==> src/rtl/lvds_deframer.sv <==
// lvds_deframer: assembles recovered nibbles into bytes, checks frame length
// (and optionally CRC-8), and buffers {err,last,byte} entries in a
// first-word-fall-through FIFO feeding a valid/ready byte stream.
// Optional feature macro: LVDS_DEFRAME_CRC_EN (CRC-8, poly 0x07, init 0x00,
// run over every byte of the frame including the trailing CRC byte).
module lvds_deframer #(
    parameter int AW   = 4,
    parameter int MAXB = 64
) (
    input  logic        c,
    input  logic        r,
    input  logic [3:0]  i,
    input  logic        s,
    input  logic        l,
    output logic [7:0]  od,
    output logic        ov,
    input  logic        ordy,
    output logic        olast,
    output logic        oerr,
    output logic [15:0] nframes,
    output logic [15:0] nerrs,
    output logic        ovf
);

    localparam int DEPTH = 1 << AW;
    localparam int CW    = $clog2(MAXB + 1);

    typedef enum logic [1:0] {
        ST_HI      = 2'd0,
        ST_LO      = 2'd1,
        ST_DISCARD = 2'd2
    } state_t;

    // framing state
    state_t          state_reg, state_next;
    logic [3:0]      hi_reg, hi_next;
    logic [CW-1:0]   cnt_reg, cnt_next;
    logic [CW-1:0]   cnt_inc;
    logic            pend_reg, pend_next;
    logic            frame_rst;
    logic            crc_err;

    // byte produced by the current strobe, before FIFO arbitration
    logic            byte_req;
    logic [7:0]      byte_data;
    logic            byte_last;
    logic            byte_err;

    // FIFO write port
    logic            wr_en;
    logic [9:0]      wr_data;
    logic            ovf_set;

    // FIFO storage and pointers
    logic [9:0]      mem [DEPTH];
    logic [AW-1:0]   wr_ptr_reg;
    logic [AW-1:0]   rd_ptr_reg;
    logic [AW-1:0]   rd_addr;
    logic [AW:0]     fill_reg;
    logic [AW:0]     remaining;
    logic [9:0]      out_reg;
    logic            ov_reg;
    logic            pop;
    logic            full;
    logic            can_wr;
    logic            load;

    // status
    logic [15:0]     nframes_reg;
    logic [15:0]     nerrs_reg;
    logic            ovf_reg;

    assign cnt_inc = cnt_reg + 1'b1;

`ifdef LVDS_DEFRAME_CRC_EN
    logic [7:0] crc_reg;

    // one CRC-8 (poly 0x07) byte step, MSB first
    function automatic logic [7:0] crc8_step(input logic [7:0] crc, input logic [7:0] d);
        logic [7:0] x;
        x = crc ^ d;
        for (int k = 0; k < 8; k++) begin
            x = x[7] ? ((x << 1) ^ 8'h07) : (x << 1);
        end
        return x;
    endfunction

    // remainder after absorbing the byte being completed now; zero means a good frame
    always_comb begin
        crc_err = (crc8_step(crc_reg, {hi_reg, i}) != 8'h00);
    end

    // CRC accumulates each completed byte and restarts at every frame boundary
    always_ff @(posedge c) begin
        if (r) begin
            crc_reg <= 8'h00;
        end else if (frame_rst) begin
            crc_reg <= 8'h00;
        end else if ((state_reg == ST_LO) && s) begin
            crc_reg <= crc8_step(crc_reg, {hi_reg, i});
        end
    end
`else
    assign crc_err = 1'b0;
`endif

    assign pop    = ov_reg && ordy;
    assign full   = (fill_reg == (AW+1)'(DEPTH));
    assign can_wr = !full || pop;

    // framing FSM next state plus FIFO write arbitration (terminator beats a byte)
    always_comb begin
        state_next = state_reg;
        hi_next    = hi_reg;
        cnt_next   = cnt_reg;
        pend_next  = pend_reg;
        byte_req   = 1'b0;
        byte_data  = 8'h00;
        byte_last  = 1'b0;
        byte_err   = 1'b0;
        frame_rst  = 1'b0;
        wr_en      = 1'b0;
        wr_data    = 10'h000;
        ovf_set    = 1'b0;

        case (state_reg)
            ST_HI: begin
                if (s) begin
                    hi_next = i;
                    if (l) begin
                        // frame ended on a high nibble: odd length
                        byte_req  = 1'b1;
                        byte_data = {i, 4'h0};
                        byte_last = 1'b1;
                        byte_err  = 1'b1;
                        frame_rst = 1'b1;
                    end else begin
                        state_next = ST_LO;
                    end
                end
            end
            ST_LO: begin
                if (s) begin
                    byte_req  = 1'b1;
                    byte_data = {hi_reg, i};
                    cnt_next  = cnt_inc;
                    if (l) begin
                        byte_last  = 1'b1;
                        byte_err   = crc_err;
                        state_next = ST_HI;
                        frame_rst  = 1'b1;
                    end else if (cnt_inc == CW'(MAXB)) begin
                        // too long: tag this byte as a bad end and drop the rest
                        byte_last  = 1'b1;
                        byte_err   = 1'b1;
                        state_next = ST_DISCARD;
                        frame_rst  = 1'b1;
                    end else begin
                        state_next = ST_HI;
                    end
                end
            end
            ST_DISCARD: begin
                if (s && l) begin
                    state_next = ST_HI;
                    frame_rst  = 1'b1;
                end
            end
            default: begin
                state_next = ST_HI;
            end
        endcase

        if (pend_reg) begin
            if (can_wr) begin
                wr_en     = 1'b1;
                wr_data   = {1'b1, 1'b1, 8'h00};
                pend_next = 1'b0;
            end
            // a byte meeting an outstanding terminator loses its whole frame
            if (byte_req) begin
                if (!byte_last) begin
                    state_next = ST_DISCARD;
                end
                frame_rst = 1'b1;
            end
        end else if (byte_req) begin
            if (can_wr) begin
                wr_en   = 1'b1;
                wr_data = {byte_err, byte_last, byte_data};
            end else begin
                ovf_set   = 1'b1;
                pend_next = 1'b1;
                if (!byte_last) begin
                    state_next = ST_DISCARD;
                end
                frame_rst = 1'b1;
            end
        end

        if (frame_rst) begin
            cnt_next = '0;
        end
    end

    // framing state registers
    always_ff @(posedge c) begin
        if (r) begin
            state_reg <= ST_HI;
            hi_reg    <= 4'h0;
            cnt_reg   <= '0;
            pend_reg  <= 1'b0;
        end else begin
            state_reg <= state_next;
            hi_reg    <= hi_next;
            cnt_reg   <= cnt_next;
            pend_reg  <= pend_next;
        end
    end

    // entries not yet copied to the output register
    assign remaining = fill_reg - {{AW{1'b0}}, ov_reg};
    assign load      = (!ov_reg || pop) && (remaining != '0);
    assign rd_addr   = rd_ptr_reg + AW'(pop);

    // FIFO storage write port
    always_ff @(posedge c) begin
        if (wr_en) begin
            mem[wr_ptr_reg] <= wr_data;
        end
    end

    // registered read into the presented entry; held while ov && !ordy
    always_ff @(posedge c) begin
        if (r) begin
            out_reg <= 10'h000;
        end else if (load) begin
            out_reg <= mem[rd_addr];
        end
    end

    // FIFO pointers, occupancy and output valid
    always_ff @(posedge c) begin
        if (r) begin
            wr_ptr_reg <= '0;
            rd_ptr_reg <= '0;
            fill_reg   <= '0;
            ov_reg     <= 1'b0;
        end else begin
            if (wr_en) begin
                wr_ptr_reg <= wr_ptr_reg + 1'b1;
            end
            rd_ptr_reg <= rd_addr;
            case ({wr_en, pop})
                2'b10:   fill_reg <= fill_reg + (AW+1)'(1);
                2'b01:   fill_reg <= fill_reg - (AW+1)'(1);
                default: fill_reg <= fill_reg;
            endcase
            if (!ov_reg || pop) begin
                ov_reg <= load;
            end
        end
    end

    // frame/error counters advance when a last-tagged entry is written; overflow is sticky
    always_ff @(posedge c) begin
        if (r) begin
            nframes_reg <= 16'h0000;
            nerrs_reg   <= 16'h0000;
            ovf_reg     <= 1'b0;
        end else begin
            if (wr_en && wr_data[8]) begin
                nframes_reg <= nframes_reg + 16'd1;
                if (wr_data[9]) begin
                    nerrs_reg <= nerrs_reg + 16'd1;
                end
            end
            if (ovf_set) begin
                ovf_reg <= 1'b1;
            end
        end
    end

    assign od      = out_reg[7:0];
    assign olast   = out_reg[8];
    assign oerr    = out_reg[9];
    assign ov      = ov_reg;
    assign nframes = nframes_reg;
    assign nerrs   = nerrs_reg;
    assign ovf     = ovf_reg;

endmodule

==> config.mk <==
export PLATFORM = sky130hd
export DESIGN_NAME = lvds_deframer
export DESIGN_NICKNAME = d
export VERILOG_FILES = /design/src/rtl/lvds_deframer.sv
export SDC_FILE = /design/constraint.sdc
export NUM_CORES = 1
export LEC_CHECK = 0
export CORE_ASPECT_RATIO = 0.9
export CORE_UTILIZATION = 61
export DETAILED_ROUTE_END_ITERATION = 12
export GPL_TIMING_DRIVEN = 0
export MAX_ROUTING_LAYER = met4
export PLACE_DENSITY = 0.85
export SLEW_MARGIN = 0
export SYNTH_ARGS = -nofsm -noshare
export SYNTH_HDL_FRONTEND = slang
export SYNTH_SLANG_ARGS = --single-unit
export TNS_END_PERCENT = 10
==> constraint.sdc <==
create_clock -name c -period 8.56 [get_ports c]
set_input_delay 1.712 -clock c [delete_from_list [all_inputs] [get_ports c]]
set_output_delay 1.712 -clock c [all_outputs]
set_load 0.02 [all_outputs]
==> results, run 1 <==
- The run finished with clean final reports.
- The number of clock buffers added by TritonCTS is 23.
- Routability-driven placement finished with a final weighted congestion of 0.8049.
- The leakage component of the power is between 0.003 and 0.004 uW.
- The core area is 15390 sq um.
- The net count of the finished layout is 756.
- Setup repair after global routing left no endpoint under its margin.
- The max-slew violation count came to 0.
- The number of antenna violations at the first check in global routing is 0.
- The actual transition at the worst max-transition pin is 1245 ps.
- Counting the fill cells in the layout gives 945.
- The worst setup path is launched from an input port.
- For this run, the detailed router's first-pass iteration total came to 5.
- The total track usage is 0.2844.
- In the synthesized netlist the async set-or-reset flop fraction comes to 0.
- The HPWL after detailed placement is 14.18 mm.
- The layout overhead on the synthesized area is 15.86%.
- In this run the post-CTS setup repair buffer count came out at 0.
- The topmost layer with routed signal wires is met4.
- The number of global-route vias before repair is 5994.
- Synthesis inferred 231 register bits.
- Synthesis produced a netlist with a net count of 680.
- The required time of the worst setup path is 8930 ps.
- In this run the tightest slew margin relative to its limit is 0.1671.
- The share of the clock period used by the worst path is 0.5724.
- The buffer depth of the longest clock path is 3.
- The routed design has 22.04 mm of wire.
- By area, the combinational part of the netlist is dominated by multiplexers.
- Entering global routing, the biggest net connects 21 pins.
- After the first detailed-routing iteration, the DRC count stood at 777.
- The area fraction in compound gates after synthesis is 0.05001.
- The CTS root buffer is sky130_fd_sc_hd__clkbuf_16.
- The total power per unit cell area is approximately 260 nW/um^2.
- Measured against the total synthesized area, the mux share comes to 0.1375.
- The vertical die dimension is between 100 and 150 um.
- After the flow finishes, the layout carries non-filler instances totaling 950.
- The detailed-route DRC error count is 0.
- Setup violations remaining at the end of the flow were counted as 0.
- The clock latency of the later-clocked register in the worst-skew pair is ~500 ps.
- The repair_antennas step left the layout with diodes totalling 0.
- The number of unique standard cell types used by synthesis is 50.
- The detailed-routed wire length on met3 is between 1.5 and 2 mm.
- For this block, wires on met1 add up to between 8 and 9 mm.
- The number of warnings reported in the yosys synthesis log is 0.
- The highest fanout seen on the critical path is 10.
- For this run the aggregate overflow at the end of global routing stands at 0.
- The worst hold path class is flop to flop.
- The depth of the CTS H-tree is 1.
- TritonCTS built the clock tree.
- The synthesized-area fraction occupied by xor and xnor cells is 0.01645.
- Of the total synthesized cell area, the portion taken by full adders, half adders and majority gates is 0.02167.
- After layout, the minimum clock period comes to 4900 ps.
- The floorplan die area is about 16000 sq um.
- The total length of routed met2 wires is 10.97 mm.
- The final setup skew is about 8.3 ps.
- The first global-routing pass estimated 33.32 mm of wire.
- Row generation in the floorplan step produced 43 rows.
- The initial utilization of the core area, before any placement, comes to 0.6228.
- Across the run, the number of max-cap violations was 0.
- Synthesis produced a netlist whose cell count is between 600 and 700.
- The critical path capture point type is a flop.
- Hold repair after CTS inserted 0 buffers.
- The sum of negative setup slack is 0 ps.
- The total count of hold-check failures in the final report is 0.
- The worst ir drop on vdd is 0.0001788 V.
- The die outline width is 134.1 um.
- For this block, the via count after detailed routing is 6082.
- After clock tree synthesis, the clock-pin slew on the worst setup and hold paths is 60 ps.
- The count of boundary I/O pins is 53.
- The synthesized design contains 160 enable-type register cells.
- The flip-flop count of the largest register, all copies and words added is 160.
- Of the synthesized area, sequential elements account for 0.6497.
- In this run the remaining antenna-violating nets after routing total 0.
- In this run, placement finished with an instance count of slightly above 900.
- CTS saw ~230 sinks.
- The cell area after synthesis is 9583 sq um.
- Dividing the detail-routed wire length by the instance count gives about 23 um.
- The category of the critical setup timing path is input port to flop.
- In the synthesized netlist the dominant register cell turns out to be sky130_fd_sc_hd__edfxtp_1.
- The critical path arrival is 5270 ps.
- The count of buffers added on input and output ports is a little over 50.
- In the final layout, the share of cells above drive strength 1 is 0.1457.
- Of the total synthesized cell area, the portion taken by AND, OR, NAND and NOR gates is 0.1046.
- Timing would allow up to about 200 MHz.
- After clock tree synthesis, the repair step resized 0 gates.
- The detail-routed via count per cell is 6.402.
- The synthesized area per cell is 14.63 sq um.
==> through the flow <==
| step | setup slack [ps] | cell area, sq um | hold WS [ps] | utilization | power (uW) |
|---|---|---|---|---|---|
| floorplan | 4320 | 9583 | 460.7 | - | 1724 |
| CTS | 3732 | 11100 | 484.3 | 0.7212 | 2886 |
| finish | 3660 | 11100 | 490.1 | 0.7216 | 2885 |
| global placement | 3344 | 10350 | 464.5 | 0.6724 | 1889 |
| detailed placement | 3315 | 10370 | 478.9 | 0.6737 | 1919 |
| global route | 3489 | 11100 | 531.1 | 0.7216 | 2969 |
==> worst max-delay path: stages <==
cell,delay (ps)
sky130_fd_sc_hd__clkdlybuf4s50_1,470
sky130_fd_sc_hd__and2_1,190
sky130_fd_sc_hd__and4bb_2,300
sky130_fd_sc_hd__clkbuf_1,250
sky130_fd_sc_hd__nor2_1,590
sky130_fd_sc_hd__inv_1,140
sky130_fd_sc_hd__ha_1,300
sky130_fd_sc_hd__ha_1,340
sky130_fd_sc_hd__nor2b_1,190
sky130_fd_sc_hd__o21ai_0,120
sky130_fd_sc_hd__and3_1,200
sky130_fd_sc_hd__nor3_1,230
sky130_fd_sc_hd__xnor2_1,180
sky130_fd_sc_hd__nor2_1,50
==> final timing paths <==
path / startpoint / endpoint / slack (ps) / depth (start not counted)
setup / recovery: ordy / fill_reg[4] / 3660 / 14
hold / removal: nframes[15] / nframes[15] / 490 / 2
setup reg to reg: ov / fill_reg[4] / 4970 / 13
hold reg to reg: nframes[15] / nframes[15] / 490 / 2
==> synth_stat cells, drive strengths merged, types with 7 or more instances <==
library cell | instances | area share
edfxtp | 160 | 0.50
dfxtp | 71 | 0.15
nor2 | 64 | 0.025
mux4 | 50 | 0.12
a21oi | 46 | 0.024
nand2 | 25 | 0.0098
o21ai | 22 | 0.011
or3 | 21 | 0.014
clkbuf | 18 | 0.0071
mux2i | 18 | 0.019
buf | 15 | 0.0080
ha | 15 | 0.020
inv | 13 | 0.0051
nand3 | 12 | 0.0063
nor3 | 12 | 0.0063
xor2 | 11 | 0.010
and3 | 10 | 0.0071
nor2b | 8 | 0.0052
and4 | 7 | 0.0064
nand2b | 7 | 0.0046
xnor2 | 7 | 0.0064
==> cell usage in the layout, fill, tap and decap left out, types with 10 or more instances in the layout <==
master                            instances
sky130_fd_sc_hd__edfxtp_1               160
sky130_fd_sc_hd__dfxtp_1                 71
sky130_fd_sc_hd__nor2_1                  64
sky130_fd_sc_hd__clkdlybuf4s50_1         51
sky130_fd_sc_hd__mux4_2                  50
sky130_fd_sc_hd__a21oi_1                 45
sky130_fd_sc_hd__nand2_1                 25
sky130_fd_sc_hd__clkbuf_16               23
sky130_fd_sc_hd__o21ai_0                 22
sky130_fd_sc_hd__or3_1                   21
sky130_fd_sc_hd__clkbuf_1                20
sky130_fd_sc_hd__mux2i_1                 18
sky130_fd_sc_hd__ha_1                    15
sky130_fd_sc_hd__inv_1                   13
sky130_fd_sc_hd__nand3_1                 12
sky130_fd_sc_hd__xor2_1                  11
sky130_fd_sc_hd__clkinv_2                10
==> where the power goes <==
part | switching [uW] | total, uW | internal, uW
Sequential | 33.0 | 1280 | 1240
Combinational | 326 | 628 | 302
Clock | 418 | 981 | 563
Total | 777 | 2880 | 2110
==> final cells by class <==
type | count | area, sq um | share of cell area
Buffer | 33 | 143.9 | 0.01296
Clock buffer | 26 | 596.8 | 0.05375
Clock inverter | 16 | 133.9 | 0.01206
Inverter | 13 | 48.80 | 0.004395
Multi-Input combinational cell | 378 | 3191 | 0.2874
Sequential cell | 231 | 6226 | 0.5607
Tap cell | 202 | 252.7 | 0.02276
Timing Repair Buffer | 51 | 510.5 | 0.04598
==> cell families (layout without fill, tap and decap cells) <==
family	Yosys count	in the layout
flip-flops	231	231
buffers and inverters	46	139
adder cells (fa/ha/maj)	16	16
XOR/XNOR	18	18
AO/OA/AOI/OAI	83	83
AND/OR/NAND/NOR	192	192
multiplexers	69	69
==> per-layer routing <==
layer / GRT usage / vias to the layer above
li1: - / 2655
met2: 0.4495 / 344
met3: 0.04553 / 43
met5: - / -
met1: 0.3874 / 3040
met4: 0.08427 / 0
(Power assumes the default switching activity.)
==> run 2, diff against run 1 <==
CORE_UTILIZATION = 59   (was 61)
PLACE_DENSITY = 0.83   (was 0.85)
clock period = 4.53 ns   (was 8.56 ns; I/O delays follow)
==> run 2 against run 1 <==
Compared with the run above: global-route usage decreased by 1.5 points; total power rose by 87%; die area up 3.3%.
==> results, run 2 (synthesis gave the netlist of run 1 again) <==
- The run finished with clean final reports.
- The CTS tree is built.
- The kind of start point of the critical path is an input port.
- Grouping stages by cell kind, the critical path spends the most delay in simple AND/OR/NAND/NOR gates.
- STA classifies the critical path endpoint as a flop.
- The register with the most flip-flops in the layout has 160 of them.
- With fillers left out, the area of the finished cells amounts to about 11000 sq um.
- The cell sitting at the root of the clock tree is a sky130_fd_sc_hd__clkbuf_16.
- The worst ir drop on vdd is 0.0004617 V.
- The number of antenna violations at the first check in global routing is 0.
- The number of global-route vias before repair is around 5700.
- The category of the critical setup timing path is input port to flop.
- The cell area after placement is roughly 10000 sq um.
- The detailed-route DRC error count is 0.
- In the layout the commonest cells are 160 x sky130_fd_sc_hd__edfxtp_1, 71 x sky130_fd_sc_hd__dfxtp_1, 64 x sky130_fd_sc_hd__nor2_1.
- Data on the critical path is required at its endpoint by 4910 ps.
- The leakage component of the power is 0.003674 uW.
- The final setup skew is 11.63 ps.
- Dividing the final minimum period by the clock period gives 0.8697.
- The vertical die dimension is 122.9 um.
- The total vias in the final route is 5922.
- The max-slew violation count is 0.
- Setup repair after global routing left no endpoint under its margin.
- The total count of hold-check failures in the final report came to 0.
- The die outline width is 136.3 um.
- The total track usage is 0.2694.
- The path class of the tightest hold or removal check is flop to flop.
- The total inserted antenna cells is 0.
- The detail-routed via count per cell is 6.247.
- The relative slew slack is 0.1729.
- The number of sinks handled by clock tree synthesis is 231.
- In this run, post-CTS hold repair placed 0 buffers.
- The initial utilization of the core area, before any placement, comes to 0.6121.
- The clock period minus worst slack is 3940 ps.
- The number of setup violations in the final report is 0.
- The layout overhead on the synthesized area is 15.59%.
- The clock transition at the registers of the reported paths is around 60 ps.
- Post-CTS timing repair inserted 0 buffers for setup.
- The highest fanout seen on the critical path is 10.
- For the pin with the worst max-slew slack, the measured transition is 1236 ps.
- The clock passes through at most 3 buffers.
- The length of the first detailed-routing pass in iterations is 6.
- For this design the ratio of total power to cell area is 485.8 nW/um^2.
- For the worst setup path, the data arrival time is 4320 ps.
- The aggregate global routing overflow is 0.
- The floorplan step defined a die boundary enclosing 16760 sq um.
- The leading cell type in the layout, fill and taps excluded is sky130_fd_sc_hd__edfxtp_1.
- For this run, the top clock speed supported by timing is 253.8 MHz.
- The number of cell rows is 43.
- CTS built an H-tree with a depth of 1.
- Dividing the detail-routed wire length by the instance count gives 22.21 um.
- The HPWL after detailed placement is ~14 mm.
- After the last flow step, the layout net total stands at 755.
- In this design, the stage delay of the slowest critical-path cell is between 400 and 500 ps.
- After routing, the total negative slack on setup checks comes to 0 ps.
- The detailed router's first-iteration violation count is 481.
- The first-pass GRT wire length is 32.24 mm.
- Traced cell by cell, the critical path runs through clkdlybuf4s50_1 -> and2_1 -> and4bb_2 -> clkbuf_1 -> nor2_1 -> inv_1 -> ha_1 -> ha_1 -> nor2b_1 -> o21ai_0 -> a21oi_1 -> nor3_1 -> xnor2_1 -> nor2_1.
- The slowest stage of the critical path is the sky130_fd_sc_hd__nor2_1 cell.
- Summed over all layers, the routed wires come to 21.05 mm.
- Entering global routing, the biggest net connects 21 pins.
- The number of fill cells is 982.
- The clock latency of the later-clocked register in the worst-skew pair is slightly above 500 ps.
- Of the cells placed in the final design, the portion with a size suffix greater than 1 is 0.1408.
- Across the run, the number of max-cap violations was 0.
- In this run the standard cell core region covers 15660 sq um.
- During I/O placement, the number of pins put on the boundary was between 50 and 60.
- The number of buffers and inverters on the critical path is 3.
- In this run, post-CTS repair resized a total of 0 instances.
- Once detail routing completed, the nets flagged for antenna violations numbered 0.
- The number of buffers created by CTS is 22.
- The port buffer count is 51.
- At the end of routability-driven placement, the weighted congestion stood at 0.8384.
run 2: changes by cell type in the layout (fill, tap and decap cells not counted), sizes merged:
| cell | change |
|---|---|
| bufinv | -1 |
| clkinv | -5 |
| inv | -1 |
| clkbuf | +6 |
| clkinvlp | -1 |
run 2: per-stage QoR:
| stage | total power [uW] | hold slack, ps | utilization | setup slack, ps | std cells |
|---|---|---|---|---|---|
| floorplan | 3258 | 460.7 | - | 1096 | 655 |
| global placement | 3570 | 462.7 | 0.6608 | 98.70 | 908 |
| detailed placement | 3625 | 474.6 | 0.6621 | 55.27 | 908 |
| CTS | 5398 | 483.0 | 0.7071 | 614.5 | 948 |
| global route | 5562 | 519.4 | 0.7075 | 297.7 | 948 |
| finish | 5381 | 487.8 | 0.7075 | 590.1 | 948 |
run 2: worst paths after layout:
kind | to | from | slack, ps | depth (start not counted)
max | fill_reg[4] | ordy | 590 | 14
min | nframes[15] | nframes[15] | 490 | 2
max reg2reg | fill_reg[4] | ov | 1080 | 13
min reg2reg | nframes[15] | nframes[15] | 490 | 2
run 2: routing by layer:
| layer | share of wire | global-route usage | up-vias | wire (um) |
|---|---|---|---|---|
| li1 | - | - | 2648 | - |
| met1 | 0.41 | 0.3698 | 2956 | 8723 |
| met2 | 0.49 | 0.4226 | 278 | 10260 |
| met3 | 0.079 | 0.04633 | 40 | 1655 |
| met4 | 0.020 | 0.06875 | 0 | 415 |
| met5 | 0 | - | - | 0 |
run 2: layout make-up:
class	count	area [sq um]	share of cell area
multi-input combinational	378	3191	0.2880
timing repair buffer	51	510.5	0.04609
sequential	231	6226	0.5621
buffer	33	143.9	0.01299
inverter	13	48.80	0.004405
clock buffer	32	639.4	0.05772
tap	202	252.7	0.02282
clock inverter	8	65.06	0.005874
run 2: worst reg2reg max path: cells and delay by family, from the launching register on:
kind            cells  cell delay [ps]
fa+ha+maj           2              630
simple gates        6             1480
xor+xnor            1              160
buf+inv             2              340
compound gates      2              330
flops               1              370
run 2: power by group:
group	leakage (uW)	switching, uW	internal, uW
Clock	0.000354	755	1040
Combinational	0.00129	609	566
Sequential	0.00203	65.9	2350
==> run 3, diff against run 2 <==
HOLD_SLACK_MARGIN = 0.05   (was default)
==> results of run 3 <==
Final layout, timing and power as in run 2 (identical DEF).
